File: src/rtl/dmem_arb_pkg.sv
// dmem_arb_pkg: shared types and constants for the data-memory APB arbiter
package dmem_arb_pkg;
  typedef enum logic [1:0] {IDLE, WAIT, RESP} arb_state_e;
  localparam logic [31:0] APB_ERR_RDATA = 32'h0;
endpackage

File: src/rtl/dmem_apb_arbiter.sv
// dmem_apb_arbiter: shares data_memory between the LSU (priority) and an APB slave port,
// with a starvation counter that eventually stalls the LSU so APB is always served
module dmem_apb_arbiter
  import dmem_arb_pkg::*;
#(
  parameter int DMEM_W     = 11,
  parameter int STARVE_MAX = 4
) (
  input  logic              clk_i,
  input  logic              rst_ni,
  input  logic              lsu_req_i,
  input  logic [DMEM_W-1:0] lsu_addr_i,
  input  logic              lsu_st_en_i,
  input  logic [31:0]       lsu_st_data_i,
  input  logic [3:0]        lsu_mask_i,
  output logic [31:0]       lsu_ld_data_o,
  output logic              lsu_stall_o,
  input  logic              psel_i,
  input  logic              penable_i,
  input  logic              pwrite_i,
  input  logic [DMEM_W-1:0] paddr_i,
  input  logic [31:0]       pwdata_i,
  input  logic [3:0]        pstrb_i,
  output logic [31:0]       prdata_o,
  output logic              pready_o,
  output logic              pslverr_o,
  output logic [DMEM_W-1:0] mem_addr_o,
  output logic              mem_st_en_o,
  output logic [31:0]       mem_st_data_o,
  output logic [3:0]        mem_mask_o,
  input  logic [31:0]       mem_ld_data_i
);
  localparam int CW = STARVE_MAX > 0 ? $clog2(STARVE_MAX + 1) : 1;
  arb_state_e state_q, state_d;
  logic [CW-1:0] cnt_q, cnt_d;
  logic [31:0] prdata_q, prdata_d;
  logic pready_q, pready_d, pslverr_q, pslverr_d;
  logic apb_pend, grant_apb, err, cnt_max;
  always_comb begin
    apb_pend  = psel_i & penable_i & (state_q != RESP);
    cnt_max   = cnt_q == CW'(STARVE_MAX);
    grant_apb = apb_pend & (!lsu_req_i | cnt_max);
    err       = paddr_i[1:0] != 2'b00;
    state_d   = state_q;
    cnt_d     = cnt_q;
    pready_d  = grant_apb;
    pslverr_d = grant_apb & err;
    prdata_d  = grant_apb ? ((pwrite_i | err) ? APB_ERR_RDATA : mem_ld_data_i) : prdata_q;
    case (state_q)
      IDLE: begin
        state_d = grant_apb ? RESP : apb_pend ? WAIT : IDLE;
        cnt_d   = (apb_pend & !grant_apb & !cnt_max) ? cnt_q + CW'(1) : cnt_q;
      end
      WAIT: begin
        state_d = !psel_i ? IDLE : grant_apb ? RESP : WAIT;
        cnt_d   = !psel_i ? '0 : (grant_apb | cnt_max) ? cnt_q : cnt_q + CW'(1);
      end
      default: begin
        state_d = IDLE;
        cnt_d   = '0;
      end
    endcase
  end
  always_ff @(posedge clk_i or negedge rst_ni) begin
    if (!rst_ni) begin
      state_q   <= IDLE;
      cnt_q     <= '0;
      prdata_q  <= '0;
      pready_q  <= 1'b0;
      pslverr_q <= 1'b0;
    end else begin
      state_q   <= state_d;
      cnt_q     <= cnt_d;
      prdata_q  <= prdata_d;
      pready_q  <= pready_d;
      pslverr_q <= pslverr_d;
    end
  end
  // a granted APB cycle owns the memory; the LSU store is dropped and retried later
  assign mem_addr_o    = grant_apb ? paddr_i : lsu_addr_i;
  assign mem_st_en_o   = grant_apb ? (pwrite_i & !err) : (lsu_req_i & lsu_st_en_i);
  assign mem_st_data_o = grant_apb ? pwdata_i : lsu_st_data_i;
  assign mem_mask_o    = grant_apb ? pstrb_i : lsu_mask_i;
  assign lsu_stall_o   = lsu_req_i & grant_apb;
  assign lsu_ld_data_o = mem_ld_data_i;
  assign prdata_o      = prdata_q;
  assign pready_o      = pready_q;
  assign pslverr_o     = pslverr_q;
endmodule

File: config.mk
export PLATFORM = sky130hd
export DESIGN_NAME = dmem_apb_arbiter
export DESIGN_NICKNAME = d
export VERILOG_FILES = /design/src/rtl/dmem_arb_pkg.sv /design/src/rtl/dmem_apb_arbiter.sv
export SDC_FILE = /design/constraint.sdc
export NUM_CORES = 1
export LEC_CHECK = 0
export BUFFER_PORTS_ARGS = -buffer_cell sky130_fd_sc_hd__buf_2
export CAP_MARGIN = 20
export CORE_AREA = 2 2 96 98
export DETAILED_ROUTE_END_ITERATION = 6
export DIE_AREA = 0 0 98 100
export GPL_ROUTABILITY_DRIVEN = 0
export PLACE_DENSITY = 0.76
export SYNTH_ARGS = -nofsm -noshare
export SYNTH_HDL_FRONTEND = slang
export SYNTH_SLANG_ARGS = --single-unit
File: constraint.sdc
create_clock -name clk_i -period 3.9 [get_ports clk_i]
set_clock_uncertainty 0.2 [all_clocks]
set_input_delay 0.39 -clock clk_i [delete_from_list [all_inputs] [get_ports clk_i]]
set_output_delay 0.39 -clock clk_i [all_outputs]
set_load 0.03 [all_outputs]
==> results of run 1 <==
[area by class of cell]
cell class,count,area [sq um],area share [%]
tap,111,139,3.54
inverter,37,139,3.54
multi-input combinational,139,1270,32.3
timing repair buffer,251,1270,32.3
clock buffer,5,68.8,1.75
clock inverter,3,67.6,1.72
sequential,39,976,24.9
[worst paths after layout]
check / startpoint / endpoint / slack (ns) / depth (start not counted)
max: cnt_q[0] / mem_addr_o[0] / 0.77 / 7
min: rst_ni / pready_o / 0.002 / 1
max reg2reg: cnt_q[0] / prdata_o[5] / 1.31 / 7
min reg2reg: prdata_o[20] / prdata_o[20] / 0.32 / 2
max in group asynchronous: rst_ni / pslverr_o / 2.95 / 1
min in group clk_i: mem_ld_data_i[9] / prdata_o[9] / 0.14 / 3
[sequential cells by signal (all words and copies together), names as in the netlist]
register and flops:
prdata_o 32, cnt_q 3, state_q 2, pready_o 1, pslverr_o 1
[per-stage QoR]
| stage | cells | worst slack [ns] | total power, W | hold slack, ns | utilization (%) |
|---|---|---|---|---|---|
| 6_report | 585 | 0.767 | 0.00144 | 0.00188 | 44.2 |
| 5_1_grt | 585 | 0.588 | 0.00152 | 0.0824 | 44.2 |
| 4_1_cts | 585 | 0.767 | 0.00145 | 0.0371 | 44.2 |
| 3_5_place_dp | 577 | 1.09 | 0.00105 | 0.307 | 42.6 |
| 3_3_place_gp | 577 | 1.20 | 0.00103 | 0.302 | 42.6 |
| 2_1_floorplan | 260 | 1.40 | 0.000885 | -0.106 | - |
[synthesized netlist by cell type, types with 2 or more instances]
cell type	number	area share, %
and2_1	2	0.45
buf_12	3	2.2
buf_2	3	0.54
buf_4	35	9.5
buf_6	4	1.6
dfrtp_1	39	35
ha_1	2	0.91
inv_1	36	4.9
mux2_1	3	1.2
mux2_2	24	9.8
mux2_4	20	11
mux2i_1	36	13
nand2_1	36	4.9
nor2b_1	2	0.45
o211ai_1	5	1.4
[cells by family (layout without fill, tap and decap cells)]
group,after synthesis,in the layout,share of synthesized area (%)
buffers and inverters,82,296,18.9
adder cells (fa/ha/maj),2,2,0.906
multiplexers,83,83,34.9
AND/OR/NAND/NOR,44,44,6.62
flip-flops,39,39,35.3
AO/OA/AOI/OAI,10,10,3.31
[routing by layer]
| metal | wire [um] | vias to the layer above | part of all wire (%) |
|---|---|---|---|
| met4 | 19 | 0 | 0.23 |
| met1 | 3470 | 1194 | 42 |
| met2 | 4160 | 124 | 50 |
| met3 | 590 | 2 | 7.2 |
| li1 | - | 1241 | - |
| met5 | 0 | - | 0 |
[worst register-to-register path: cells and delay by family (launching register included)]
family	cells	cell delay [ns]
AOI/OAI and AO/OA	1	0.26
adders and majority gates	1	0.17
buffers and inverters	3	1.10
DFF	1	0.41
muxes	1	0.25
and+or+nand+nor	1	0.12
[power by group through the flow]
stage | logic (W) | clock network (W) | registers, W
after floorplan | 0.000333 | 0 | 0.000552
after global placement | 0.000543 | 0 | 0.000484
after detailed placement | 0.000560 | 0 | 0.000486
after CTS | 0.000562 | 0.000414 | 0.000478
after global routing | 0.000599 | 0.000431 | 0.000485
final | 0.000557 | 0.000400 | 0.000479
==> results.ini, run 1 <==
[detailed_routing]
detail-route-antenna-nets = 0
wl_per_cell_um = 14.1
drc_errors = 0
via_per_inst = 4.38
firstDrtPassIters = 4
drtIter0Drc = 50
routed_wl_mm = 8.24
route.vias.total = 2561

[pwr]
switchingPower_w = 0.000518
p_per_area_nw_per_um2 = 366
swShare_pct = 36.1
p_int_w = 0.000918
leakage_nw = 2.12
pwr-share-seq_pct = 33.3
combinationalPowerShare_pct = 38.8
vdd_drop_max_mv = 0.257
power_frac_clock_pct = 27.9

[cts]
postCtsHoldBufs = 0
cts_max_level = 2
postCtsSetupRepairBufs = 0
clk_pin_slew_ns = 0.09
cts_buffers = 5
clk_latency_ns = 0.28
root_buffer = clkbuf_8
cts_sinks = 39
cts_resized = 0
clk_path_buf_depth = 2
cts_tree = done

[global_routing]
grt_overflow_total = 0
use_met1_pct = 20.6
grt_pass1_vias = 2457
grt_max_degree = 49
antenna_found_initial = 0
grt_pass1_wl_mm = 12.2
use_met3_pct = 3.55
grtUsageMet2_pct = 26.1
gr-max-usage-layer = met2
track_usage_pct = 15.5

[layout]
fillers = 887
mostFrequentLayoutCell = buf_2
nNetsFinal = 608
n_antenna_cell = 0
final_cell_mix = 247 x buf_2, 39 x dfrtp_1, 36 x inv_1, 36 x nand2_1, 36 x mux2i_1
fin_area_sq_um = 3930
area_delta_synth_final_pct = 42.1
final_layout_size_suffix_gt1_share_pct = 64.6

[synth]
yosysUniqueCellTypes = 25
async_reset_ff_share_pct = 100
ys.warnings.count = 0
synth-main-ff-cell = dfrtp_1
seq_area_frac_synth_pct = 35.3
synth_area_sq_um = 2760
syn_inst = 260
avgSynthCellArea_sq_um = 10.6
synth-seq-cells = 39
synth_nets = 395
synth_edf_count = 0

[flow_run]
maxCapViolations = 0

[worst_setup_path]
slowest_delay_ns = 0.60
crit_family = buffers and inverters
critPathSlowestCell = buf_4
worst-path-max-fanout = 48
path_cells = inv_1 > ha_1 > nand2_1 > a221oi_4 > buf_4 > mux2_2 > buf_2
cp-end-kind = primary output
timing.critical_path.buf_inv = 3
criticalPathCategory = register to primary output
crit_required_ns = 3.31
cp.arrival_ns = 2.54
start_kind = register

[timing]
fin_crit_sh_pct = 80.3
slew_violations = 0
min_period_ns = 3.13
relSlewSlack_pct = 43.3
worst_slew_pin_slew_ns = 0.850
tns_ns = 0
setup_viol = 0
rsz0062_at_grt = false
hold_viol_final = 0
fmax_mhz = 319

[die]
start_util_pct = 31.1
dieArea_sq_um = 9800
rows = 35
ios = 248
fp.coreArea_sq_um = 8890
fp.dieW_um = 98
die_y_um = 100

[worst_hold_path]
hold_class = input port to asynchronous set/reset pin

[run_status]
status = finished clean

[placed_design]
placed_cell_area_sq_um = 3790
port_buffers = 247
hpwl_mm = 6.85

Power figures use the tool's default switching activity.
==> run 2, diff against run 1 <==
--- a/config.mk
+++ b/config.mk
@@ -5,13 +5,14 @@
 export SDC_FILE = /design/constraint.sdc
 export NUM_CORES = 1
 export LEC_CHECK = 0
+export ABC_AREA = 1
 export BUFFER_PORTS_ARGS = -buffer_cell sky130_fd_sc_hd__buf_2
 export CAP_MARGIN = 20
-export CORE_AREA = 2 2 96 98
+export CORE_AREA = 2 2 97 99
 export DETAILED_ROUTE_END_ITERATION = 6
-export DIE_AREA = 0 0 98 100
+export DIE_AREA = 0 0 99 101
 export GPL_ROUTABILITY_DRIVEN = 0
-export PLACE_DENSITY = 0.76
+export PLACE_DENSITY = 0.71
 export SYNTH_ARGS = -nofsm -noshare
 export SYNTH_HDL_FRONTEND = slang
 export SYNTH_SLANG_ARGS = --single-unit
==> constraint.sdc (replaced) <==
create_clock -name clk_i -period 3 [get_ports clk_i]
set_clock_uncertainty 0.2 [all_clocks]
set_input_delay 0.3 -clock clk_i [delete_from_list [all_inputs] [get_ports clk_i]]
set_output_delay 0.3 -clock clk_i [all_outputs]
set_load 0.03 [all_outputs]
==> run 2 against run 1 <==
  * Area after synthesis down 9.3%
  * Global-route usage up 0.32 points
  * Combinational power up 36%
  * Final area down 5.3%
  * Worst setup slack worse by 0.31 ns
  * Synthesized cell count up 45%
  * Critical path depth up 2
  * Critical path type unchanged
  * Critical endpoint is now mem_st_data_o[1]
==> results.ini, run 2 <==
[run_status]
status = finished clean

[worst_setup_path]
start_kind = register
slowest_delay_ns = 0.42
cp.arrival_ns = 2.04
criticalPathCategory = register to primary output
worst-path-max-fanout = 46
cp_common_cell = nand2_1
path_cells = inv_1 > ha_1 > nand2_1 > nand2_2 > nand3_4 > inv_4 > nand2_1 > nand2_1 > buf_2
crit_required_ns = 2.50
reg2regPathDepth = 8
critPathSlowestCell = dfrtp_1
cp-end-kind = primary output

[die]
ios = 248
start_util_pct = 27.9
fp.coreArea_sq_um = 8980
fp.dieW_um = 99
dieArea_sq_um = 10000
die_y_um = 101
rows = 35

[pwr]
vdd_drop_max_mv = 0.330
power_w = 0.00192
p_per_area_nw_per_um2 = 517
leakage_nw = 2.30

[layout]
fin_util_pct = 41.4
fillers = 960
final_layout_size_suffix_gt1_share_pct = 45.0
mostFrequentLayoutCell = buf_2
largest_reg_flops = 32
multi_input_area_sq_um = 1130
fin_cells = 696
nNetsFinal = 718
area_delta_synth_final_pct = 48.4
seqCellArea_sq_um = 976
final_cell_mix = 247 x buf_2, 217 x nand2_1, 39 x dfrtp_1

[cts]
cts_buffers = 5
postCtsHoldBufs = 1
cts_resized = 0
clk_pin_slew_ns = 0.08
cts_tree = done
postCtsSetupRepairBufs = 0
clk_latency_ns = 0.29
cts_max_level = 2
cts_sinks = 39
clk_path_buf_depth = 2
root_buffer = clkbuf_8

[detailed_routing]
via_per_inst = 4.35
firstDrtPassIters = 4
wl_per_cell_um = 12.4
routed_wl_mm = 8.67
detail-route-antenna-nets = 0
route.vias.total = 3029
drc_errors = 0
drtIter0Drc = 106

[global_routing]
grt_pass1_vias = 2657
track_usage_pct = 15.8
antenna_found_initial = 1
grt_pass1_wl_mm = 12.7
grt_max_degree = 58
grt_overflow_total = 0

[synth]
synth_area_leaders = dfrtp_1 39%, nand2_1 33%, buf_4 9.6%
yosysMostFrequentCell = nand2_1
yosysUniqueCellTypes = 17
avgSynthCellArea_sq_um = 6.66
syn_inst = 376
async_reset_ff_share_pct = 100
synth_nets = 511
ys.warnings.count = 0
yosys-top-cells-count = 217 x nand2_1, 39 x dfrtp_1, 32 x buf_4
synth-seq-cells = 39
synth_top_area_share_pct = 39.0
yosys.area.top_type = dfrtp_1
seq_area_frac_synth_pct = 39.0
synth_edf_count = 0
synth_area_sq_um = 2500
synth-main-ff-cell = dfrtp_1

[worst_hold_path]
hold_class = input port to register
hold_depth = 3

[placed_design]
hpwl_mm = 7.09
place_ws_ns = 0.779
port_buffers = 247
dpl.cell_count = 686

[timing]
slew_violations = 0
setup_viol = 0
fin_ws_ns = 0.456
fmax_mhz = 393
fin_crit_sh_pct = 84.8
rsz0062_at_grt = false
hold_viol_final = 0
relSlewSlack_pct = 41.3
min_period_ns = 2.54
worst_slew_pin_slew_ns = 0.881
tns_ns = 0

[flow_run]
maxCapViolations = 0

run 2: worst max-delay path: cells and delay by family (launching register included):
kind          cells  cell delay, ns
simple gates      5            0.55
flops             1            0.42
fa+ha+maj         1            0.14
buf+inv           3            0.63
run 2: logic make-up after synthesis:
| family | after synthesis | share of synthesized area, % |
|---|---|---|
| AO/OA/AOI/OAI | 38 | 7.74 |
| XOR/XNOR | 1 | 0.350 |
| adder cells (fa/ha/maj) | 2 | 0.999 |
| buffers and inverters | 63 | 16.5 |
| flip-flops | 39 | 39.0 |
| AND/OR/NAND/NOR | 233 | 35.5 |
run 2: layout make-up:
type | instances | share of cell area, %
timing repair buffer | 252 | 34.7
multi-input combinational | 274 | 30.3
sequential | 39 | 26.3
tap | 111 | 3.74
clock inverter | 3 | 1.92
clock buffer | 5 | 1.85
inverter | 11 | 1.18
antenna | 1 | 0.0673
run 2: final timing paths:
check	from	end	slack, ns
max	cnt_q[0]	mem_st_data_o[1]	0.46
min	mem_ld_data_i[25]	prdata_o[25]	0.05
min reg2reg	prdata_o[10]	prdata_o[10]	0.29
min in group asynchronous	rst_ni	prdata_o[13]	0.44
max in group asynchronous	rst_ni	pready_o	1.59
max reg2reg	cnt_q[0]	prdata_o[17]	0.96
run 2: layer usage:
layer,GRT usage (%),part of all wire [%],vias to the layer above
met2,30.5,52,153
met4,4.64,1.7,0
met5,0,0,-
met3,3.26,8.2,7
met1,17.3,38,1339
li1,-,-,1530
run 2: report_power, final:
group	internal [W]	total, W	switching [W]	leakage [nW]
combinational	0.000243	0.000758	0.000515	1.70
clock	0.000338	0.000541	0.000203	0.0703
sequential	0.000583	0.000622	0.0000389	0.532
total	0.00116	0.00192	0.000757	2.30
run 2: stage by stage:
step,area (sq um),hold WS (ns)
after floorplan,2500,-0.196
after global placement,3560,0.262
after detailed placement,3560,0.268
after CTS,3710,0.0411
after global routing,3720,0.0479
final,3720,0.0488
==> run 3, diff against run 2 <==
--- a/config.mk
+++ b/config.mk
@@ -8,11 +8,11 @@
 export ABC_AREA = 1
 export BUFFER_PORTS_ARGS = -buffer_cell sky130_fd_sc_hd__buf_2
 export CAP_MARGIN = 20
-export CORE_AREA = 2 2 97 99
+export CORE_AREA = 2 2 96 98
 export DETAILED_ROUTE_END_ITERATION = 6
-export DIE_AREA = 0 0 99 101
+export DIE_AREA = 0 0 98 100
 export GPL_ROUTABILITY_DRIVEN = 0
-export PLACE_DENSITY = 0.71
+export PLACE_DENSITY = 0.75
 export SYNTH_ARGS = -nofsm -noshare
 export SYNTH_HDL_FRONTEND = slang
 export SYNTH_SLANG_ARGS = --single-unit
==> constraint.sdc (replaced) <==
create_clock -name clk_i -period 2.2 [get_ports clk_i]
set_clock_uncertainty 0.2 [all_clocks]
set_input_delay 0.22 -clock clk_i [delete_from_list [all_inputs] [get_ports clk_i]]
set_output_delay 0.22 -clock clk_i [all_outputs]
set_load 0.03 [all_outputs]
==> run 3 against run 2 <==
  * Die area shrank 2.0%
  * Utilization grew 8.7 points
  * Combinational power grew 77%
  * Via count grew 8.8%
  * Non-clock buffer count grew 36
  * Worst hold slack lost 0.044 ns
  * Final cell count grew 5.0%
  * First-iteration DRC count grew 9.4%
  * Critical path type unchanged
==> results.ini, run 3 (synthesized netlist as in run 2, its figures left out) <==
[worst_setup_path]
r2r_end = prdata_o[10]
cp.arrival_ns = 1.77
worst-path-max-fanout = 10
cp-end-kind = primary output
cp_common_cell = nand2_2
path_cells = inv_1 > ha_1 > nand2_2 > nand2_2 > nand3_4 > buf_12 > buf_16 > nand2_2 > nand2_1 > buf_4
criticalPathCategory = register to primary output
slowest_delay_ns = 0.38
r2r_slack_ns = 0.34
critPathLaunch = cnt_q[1]
start_kind = register
critPathCapture = mem_st_data_o[31]
crit_required_ns = 1.78
critPathSlowestCell = dfrtp_1
reg2reg_from = cnt_q[0]
reg2regPathDepth = 8

[cts]
cts_buffers = 5
clk_latency_ns = 0.28
cts_sinks = 39
clk_path_buf_depth = 2
clk_pin_slew_ns = 0.07
cts_max_level = 2
root_buffer = clkbuf_8
cts_tree = done

[global_routing]
grt_pass1_vias = 2993
track_usage_pct = 17.9
grt_overflow_total = 0
grt_max_degree = 47
antenna_found_initial = 0
grt_pass1_wl_mm = 14.2

[layout]
fin_cells = 731
nNetsFinal = 754
multi_input_area_sq_um = 1200
largest_reg_flops = 32
area_delta_synth_final_pct = 77.8
final_cell_mix = 204 x nand2_1, 198 x buf_2, 39 x dfrtp_1
mostFrequentLayoutCell = nand2_1
final_layout_size_suffix_gt1_share_pct = 46.1
seqCellArea_sq_um = 976
fin_area_sq_um = 4450
fillers = 831
n_antenna_cell = 0

[timing]
tns_ns = 0
worst_slew_pin_slew_ns = 0.869
min_period_ns = 2.19
fin_ws_ns = 0.00552
fmax_mhz = 456
hold_viol_final = 0
slew_violations = 0
fin_crit_sh_pct = 99.7
rsz0062_at_grt = true
setup_viol = 0
relSlewSlack_pct = 42.1

[die]
fp.coreArea_sq_um = 8890
start_util_pct = 28.2
ios = 248
dieArea_sq_um = 9800
fp.dieW_um = 98
die_y_um = 100
rows = 35

[pwr]
pwr-share-seq_pct = 31.9
swShare_pct = 40.8
power_frac_clock_pct = 17.4
p_int_w = 0.00156
vdd_drop_max_mv = 0.402
switchingPower_w = 0.00108
p_per_area_nw_per_um2 = 593
combinationalPowerShare_pct = 50.7
leakage_nw = 2.59

[worst_hold_path]
hold_class = input port to register

[placed_design]
port_buffers = 247
place_ws_ns = 0.121
dpl.cell_count = 685
hpwl_mm = 6.46
placed_cell_area_sq_um = 3560

[detailed_routing]
firstDrtPassIters = 4
route.vias.total = 3297
routed_wl_mm = 10.0
drtIter0Drc = 116
detail-route-antenna-nets = 0
wl_per_cell_um = 13.7
via_per_inst = 4.51
drc_errors = 0

[flow_run]
maxCapViolations = 0

[run_status]
status = finished clean

run 3: how the worst min path moves through the flow:
stage / endpoint / start / slack, ns / depth (start not counted)
global placement: prdata_o[21] / rst_ni / 0.17 / 1
global route: prdata_o[30] / mem_ld_data_i[30] / 0.007 / 3
finish: prdata_o[0] / mem_ld_data_i[0] / 0.004 / 3
detailed placement: prdata_o[12] / rst_ni / 0.18 / 1
floorplan: cnt_q[0] / rst_ni / -0.28 / 0
CTS: prdata_o[0] / mem_ld_data_i[0] / 0.004 / 3
run 3: through the flow:
step / util (%) / power (W) / hold WS (ns)
finish: 50.1 / 0.00264 / 0.00448
global route: 50.1 / 0.00280 / 0.00653
CTS: 46.8 / 0.00252 / 0.00378
detailed placement: 40.0 / 0.00190 / 0.179
global placement: 40.0 / 0.00187 / 0.167
floorplan: - / 0.00157 / -0.276
run 3: per-layer routing:
metal  track usage, %  routed length [um]  up-vias
met1             21.3                3690     1475
met3             3.06                 722       29
li1                 -                   -     1602
met2             32.2                5240      191
met5                0                   0        -
met4             7.16                 361        0
run 3: area by class of cell:
cell class,instances,area share (%)
inverters,11,1.52
clock buffers,7,1.71
well taps,111,3.12
clock inverters,1,0.112
multi-input cells,274,26.9
repair buffers,288,44.8
flip-flops and latches,39,21.9
run 3: worst max-delay path, delay by kind of cell, from the launching register on:
family	cells	cell delay [ns]
fa+ha+maj	1	0.14
buf+inv	4	0.55
simple gates	5	0.43
flops	1	0.38
run 3: timing repair:
item	in CTS	in global routing
resized for setup	21	133
endpoints found under the setup margin	48	49
hold buffers	28	0
pin swaps	0	2
buffers inserted	5	2
endpoints found under the hold margin	66	0
gates cloned	4	0
run 3: power by group through the flow:
stage	registers (W)	logic, W	clock network [W]
floorplan	0.000962	0.000609	0
global placement	0.000857	0.00101	0
detailed placement	0.000858	0.00104	0
CTS	0.000839	0.00120	0.000481
global route	0.000850	0.00143	0.000517
finish	0.000841	0.00134	0.000460
